### src/rtl/jogo_sequencia_param.sv
// Simon-style memory game: LFSR-generated sequence, LED playback, key checking, optional play timeout.
// Latency: a keypress edge is judged two cycles later (ESPERA -> REGISTRA -> COMPARA); all outputs registered.
// Backpressure: none; keys are sampled every cycle and `iniciar` is honoured only in INICIAL or a final state.
// Optional feature macro: JOGO_TIMEOUT_EN (per-play timer and FIM_TIMEOUT state).
module jogo_sequencia_param #(
    parameter int         NUM_CHAVES  = 4,
    parameter int         PROF        = 16,
    parameter int         NIVEL_FACIL = 4,
    parameter int         T_MOSTRA    = 1000,
    parameter int         T_APAGA     = 250,
    parameter int         T_LIMITE    = 5000,
    parameter logic [7:0] SEMENTE     = 8'hB5
) (
    input  logic                      clock,
    input  logic                      reset,
    input  logic                      iniciar,
    input  logic                      sel_nivel,
    input  logic [NUM_CHAVES-1:0]     chaves,
    output logic                      pronto,
    output logic                      acertou,
    output logic                      errou,
    output logic                      timeout,
    output logic [NUM_CHAVES-1:0]     leds,
    output logic [3:0]                db_estado,
    output logic [$clog2(PROF)-1:0]   db_rodada,
    output logic [$clog2(PROF)-1:0]   db_endereco
);

    localparam int AW    = $clog2(PROF);
    localparam int KW    = $clog2(NUM_CHAVES);
    localparam int T_MX1 = (T_MOSTRA > T_APAGA) ? T_MOSTRA : T_APAGA;
    localparam int T_MAX = (T_MX1 > T_LIMITE) ? T_MX1 : T_LIMITE;
    localparam int CW    = $clog2(T_MAX + 1);

    typedef enum logic [3:0] {
        INICIAL     = 4'h0,
        PREPARA     = 4'h1,
        MOSTRA      = 4'h2,
        APAGA       = 4'h3,
        ESPERA      = 4'h4,
        REGISTRA    = 4'h5,
        COMPARA     = 4'h6,
        PROX_JOGADA = 4'h7,
        PROX_RODADA = 4'h8,
        FIM_ACERTO  = 4'hA,
        FIM_TIMEOUT = 4'hD,
        FIM_ERRO    = 4'hE
    } estado_t;

    estado_t               estado;
    logic [7:0]            lfsr;
    logic [7:0]            lfsr_prox;
    logic [NUM_CHAVES-1:0] elem_novo;
    logic [NUM_CHAVES-1:0] mem [PROF];
    logic [AW-1:0]         rodada;
    logic [AW-1:0]         endereco;
    logic [AW-1:0]         limite;
    logic [AW-1:0]         k;
    // Shared between playback timing and the per-play timer; they never run together.
    logic [CW-1:0]         cnt;
    logic [NUM_CHAVES-1:0] chaves_ant;
    logic [NUM_CHAVES-1:0] jogada;
    logic                  jogada_nova;

    assign lfsr_prox   = {lfsr[6:0], lfsr[7] ^ lfsr[5] ^ lfsr[4] ^ lfsr[3]};
    assign elem_novo   = NUM_CHAVES'(1) << lfsr_prox[KW-1:0];
    assign jogada_nova = (chaves != '0) && (chaves_ant == '0);

    assign db_estado   = estado;
    assign db_rodada   = rodada;
    assign db_endereco = endereco;

`ifdef JOGO_TIMEOUT_EN
    logic timeout_r;
    assign timeout = timeout_r;
`else
    assign timeout = 1'b0;
`endif

    always_ff @(posedge clock) begin
        if (estado == PREPARA) begin
            mem[k] <= elem_novo;
        end
    end

    always_ff @(posedge clock or posedge reset) begin
        if (reset) begin
            estado     <= INICIAL;
            lfsr       <= SEMENTE;
            rodada     <= '0;
            endereco   <= '0;
            limite     <= '0;
            k          <= '0;
            cnt        <= '0;
            chaves_ant <= '0;
            jogada     <= '0;
            leds       <= '0;
            pronto     <= 1'b0;
            acertou    <= 1'b0;
            errou      <= 1'b0;
`ifdef JOGO_TIMEOUT_EN
            timeout_r  <= 1'b0;
`endif
        end else begin
            chaves_ant <= chaves;
            case (estado)
                INICIAL, FIM_ACERTO, FIM_ERRO, FIM_TIMEOUT: begin
                    if (iniciar) begin
                        estado   <= PREPARA;
                        rodada   <= '0;
                        endereco <= '0;
                        k        <= '0;
                        cnt      <= '0;
                        leds     <= '0;
                        pronto   <= 1'b0;
                        acertou  <= 1'b0;
                        errou    <= 1'b0;
`ifdef JOGO_TIMEOUT_EN
                        timeout_r <= 1'b0;
`endif
                        limite   <= sel_nivel ? AW'(PROF - 1) : AW'(NIVEL_FACIL - 1);
                    end
                end
                PREPARA: begin
                    lfsr <= lfsr_prox;
                    k    <= k + AW'(1);
                    if (k == AW'(PROF - 1)) begin
                        estado <= MOSTRA;
                        leds   <= mem[0];
                    end
                end
                MOSTRA: begin
                    if (cnt == CW'(T_MOSTRA - 1)) begin
                        cnt    <= '0;
                        leds   <= '0;
                        estado <= APAGA;
                    end else begin
                        cnt <= cnt + CW'(1);
                    end
                end
                APAGA: begin
                    if (cnt == CW'(T_APAGA - 1)) begin
                        cnt <= '0;
                        if (endereco == rodada) begin
                            endereco <= '0;
                            leds     <= chaves;
                            estado   <= ESPERA;
                        end else begin
                            endereco <= endereco + AW'(1);
                            leds     <= mem[endereco + AW'(1)];
                            estado   <= MOSTRA;
                        end
                    end else begin
                        cnt <= cnt + CW'(1);
                    end
                end
                ESPERA: begin
                    leds <= chaves;
                    // A detected play beats a timer expiring in the same cycle.
                    if (jogada_nova) begin
                        cnt    <= '0;
                        estado <= REGISTRA;
                    end
`ifdef JOGO_TIMEOUT_EN
                    else if (cnt == CW'(T_LIMITE - 1)) begin
                        estado    <= FIM_TIMEOUT;
                        leds      <= '0;
                        pronto    <= 1'b1;
                        errou     <= 1'b1;
                        timeout_r <= 1'b1;
                    end else begin
                        cnt <= cnt + CW'(1);
                    end
`endif
                end
                REGISTRA: begin
                    leds   <= chaves;
                    jogada <= chaves;
                    estado <= COMPARA;
                end
                COMPARA: begin
                    leds <= chaves;
                    if (jogada != mem[endereco]) begin
                        estado <= FIM_ERRO;
                        leds   <= '0;
                        pronto <= 1'b1;
                        errou  <= 1'b1;
                    end else if (endereco != rodada) begin
                        estado <= PROX_JOGADA;
                    end else if (rodada == limite) begin
                        estado  <= FIM_ACERTO;
                        leds    <= '0;
                        pronto  <= 1'b1;
                        acertou <= 1'b1;
                    end else begin
                        estado <= PROX_RODADA;
                    end
                end
                PROX_JOGADA: begin
                    leds     <= chaves;
                    endereco <= endereco + AW'(1);
                    cnt      <= '0;
                    estado   <= ESPERA;
                end
                PROX_RODADA: begin
                    rodada   <= rodada + AW'(1);
                    endereco <= '0;
                    cnt      <= '0;
                    leds     <= mem[0];
                    estado   <= MOSTRA;
                end
                default: begin
                    estado <= INICIAL;
                end
            endcase
        end
    end

endmodule

### config.mk
export PLATFORM = sky130hd
export DESIGN_NAME = jogo_sequencia_param
export DESIGN_NICKNAME = d
export VERILOG_FILES = /design/src/rtl/jogo_sequencia_param.sv
export SDC_FILE = /design/constraint.sdc
export NUM_CORES = 1
export LEC_CHECK = 0
export BUFFER_PORTS_ARGS = -buffer_cell sky130_fd_sc_hd__clkbuf_2
export CAP_MARGIN = 20
export CELL_PAD_IN_SITES_DETAIL_PLACEMENT = 1
export CELL_PAD_IN_SITES_GLOBAL_PLACEMENT = 1
export CORE_MARGIN = 10
export CORE_UTILIZATION = 35
export CTS_BUF_LIST = sky130_fd_sc_hd__clkbuf_4
export CTS_CLUSTER_SIZE = 30
export DETAILED_ROUTE_END_ITERATION = 8
export MAX_ROUTING_LAYER = met4
export PLACE_DENSITY_LB_ADDON = 0.2
export RECOVER_POWER = 50
export SYNTH_ARGS = -nofsm -noshare
export SYNTH_HDL_FRONTEND = slang
export SYNTH_SLANG_ARGS = --single-unit
### constraint.sdc
create_clock -name clock -period 3.14 [get_ports clock]
set_input_delay 0.157 -clock clock [delete_from_list [all_inputs] [get_ports clock]]
set_output_delay 0.157 -clock clock [all_outputs]
set_load 0.05 [all_outputs]
==> reports/results.txt <==
Worst Path Class, Setup -> flop to flop
Post-synth cell types -> 62
Initial antenna violation count -> 0
FP Rows -> 48
Compound-Gate Fraction of Synth Area -> 8.80%
CP required -> 3.60 ns
Post-synthesis sequential area ratio -> 52.3%
Worst Slack Setup Final -> 0.353 ns
Top FF cell, synth -> edfxtp_1
Tmin final -> 2.79 ns
First-pass DRT Iterations -> 4
Multi-input logic area -> 2770 µm²
Largest delay share family, worst path -> multiplexers
Final WL -> 16.7 mm
DIE HEIGHT -> 154 µm
Max VDD drop -> 0.548 mV
Commonest non-fill, non-tap cell in the layout -> edfxtp_1
Post-synth net total -> 514
Layout Area Growth over Synthesis -> 10.6%
Via count -> 4324
Synthesized-area fraction occupied by adder cells -> 1.60%
Global route total overflow -> 0
Type of the most critical hold path -> input pin to asynchronous set/reset pin
Die Area -> 23700 µm²
Post-synth ARST share -> 45.8%
Setup_tns -> 0 ns
Antenna viol nets, final -> 0
RSZ-0062 raised after global routing -> no
DRC Markers -> 0
Total GRT Usage -> 14.7%
CTS tree -> done
Post-Synth Simple-Gate Area -> 14.5%
Power Density -> 846 nW/µm²
CP max stage cell -> mux4_1
CTS Root Cell -> clkbuf_4
Cell mode on critical path -> mux4_1
Pre-CTS WS -> 0.373 ns
Avg Inst Size Synth -> 12.6 µm²
Sequential cell area -> 3280 µm²
Crit Path Max Fanout -> 17
Synthesized area -> 6270 µm²
Tcrit/Tclk final -> 88.8%
Synth Area in XOR/XNOR -> 2.63%
# IOs -> 28
Relative slew slack -> 36.7%
Antenna Cells -> 0
Initial Util -> 36.0%
Die width -> 154 µm
Clock Tree Buf Depth -> 2
Routed length per instance -> 21.5 µm
Initial drt markers -> 234
Worst setup SP type -> flop
Endpoints failing hold -> 0
Number of global-route vias before repair -> 4549
Number of enable flip-flop cells after synthesis -> 64
Largest family of logic cells by synthesized area -> multiplexers
Status -> finished clean
Max Fclk -> 0.359 GHz
WP data arrival -> 3.25 ns
Clock Skew -> 0.0211 ns
Post-synthesis mux area share -> 16.5%
Worst path max stage delay -> 0.56 ns
First-pass GRT wire length -> 26.7 mm
Port buffer count -> 26
DPL Wire Length -> 12.2 mm
CP Cell Sequence -> ha_1 -> buf_12 -> mux4_1 -> mux4_1 -> a222oi_1 -> nor2_1 -> a221o_1
Worst-Skew Late Latency -> 0.56 ns
Worst setup EP type -> flop
Yosys reg bits -> 118
Htree depth -> 4
Final setup vio count -> 0
Worst slew pin tran -> 0.949 ns
Clock Sinks -> 118
Synth Instances -> 498
Layout net count -> 555
Max-cap violations -> 0
Core box area -> 17400 µm²
DR vias/cell -> 5.56
Pins Over Slew Limit -> 0
Reg clk slew, reported paths -> 0.14 ns
Leak pwr -> 2.55 nW
WP buf/inv -> 1
Yosys warns -> 0
CTS buffer count -> 17
Commonest non-fill, non-tap cells in the layout -> 64 x edfxtp_1, 50 x nand2_1, 49 x dfrtp_1
Largest net degree at the start of global routing -> 38
GP Congestion -> 0.858
Fill cells -> 1897
Layout cells sized above 1 -> 17.0%
==> per-stage QoR <==
step	utilization [%]	total power, mW	instances	hold slack [ns]	instance area, µm²
2_1_floorplan	-	4.10	498	0.188	6270
3_3_place_gp	38.1	4.77	738	0.156	6630
3_5_place_dp	38.1	4.85	738	0.162	6630
4_1_cts	40.1	5.96	777	0.0834	6980
5_1_grt	39.8	6.28	777	0.273	6930
6_report	39.8	5.86	777	0.230	6930
==> metal layers <==
| layer | up-vias | global-route usage, % | wire (µm) |
|---|---|---|---|
| met5 | - | - | 0 |
| met4 | 0 | 3.69 | 189 |
| met3 | 17 | 3.35 | 662 |
| met2 | 69 | 23.2 | 8220 |
| met1 | 2248 | 18.8 | 7600 |
| li1 | 1990 | - | - |
==> tightest hold or removal path, stage by stage <==
cell and delay (ns):
dlygate4sd3_1 0.53, clkbuf_2 0.10, inv_1 0.53
==> report_power, final <==
part           internal (mW)  switching [mW]
Combinational           1.07            1.65
Clock                  0.359           0.730
Sequential              1.81           0.250
==> what timing repair did <==
action | CTS | global route
hold endpoints to repair | 31 | 0
hold buffers | 7 | 0
setup buffers | 0 | 0
resized for setup | 0 | 0
==> final timing paths <==
kind	slack, ns	cells past startpoint	end	start
max	0.35	7	leds[3]	db_endereco[0]
min	0.23	3	lfsr[3]	reset
max reg2reg	0.35	7	leds[3]	db_endereco[0]
min reg2reg	0.47	2	lfsr[2]	lfsr[2]
max in group asynchronous	1.52	4	db_rodada[3]	reset
min in group clock	0.35	2	chaves_ant[1]	chaves[1]
==> cell usage after synthesis (7+ instances only) <==
cell type	instances	area share (%)
o31ai_1	7	0.84
clkbuf_1	14	0.84
nand3_1	17	1.4
mux4_1	12	5.0
ha_1	8	1.6
mux2_2	7	1.3
o21ai_0	30	2.4
dfrtp_1	49	20
nor2_1	31	1.9
inv_1	7	0.42
xnor2_1	12	1.7
nand2b_1	15	1.5
and2_1	14	1.4
mux2i_1	17	2.7
nand2_1	50	3.0
a21oi_1	12	0.96
edfxtp_1	64	31
mux4_2	21	7.5
nor3_1	12	0.96
and3_1	12	1.2
==> registers in the layout, indices dropped and copies added, names as in the netlist <==
| signal | flops |
|---|---|
| leds | 4 |
| mem | 64 |
| k | 4 |
| acertou | 1 |
| chaves_ant | 4 |
| limite | 2 |
| jogada | 4 |
| pronto | 1 |
| lfsr | 8 |
| errou | 1 |
| db_rodada | 4 |
| cnt | 13 |
| db_endereco | 4 |
| db_estado | 4 |
==> area by class of cell <==
cell class,count,area share (%)
Timing Repair Buffer,50,4.24
Tap cell,225,4.06
Clock buffer,17,1.84
Multi-Input combinational cell,344,39.9
Inverter,8,0.433
Sequential cell,118,47.3
Clock inverter,15,2.20
==> logic make-up after synthesis <==
logic type                 Yosys count
and+or+nand+nor                    178
DFF                                118
AOI/OAI and AO/OA                   82
muxes                               57
buffers and inverters               36
xor gates and xnor gates            18
adders and majority gates            8
other                                1
No activity file was read; power rests on OpenSTA's default activity.
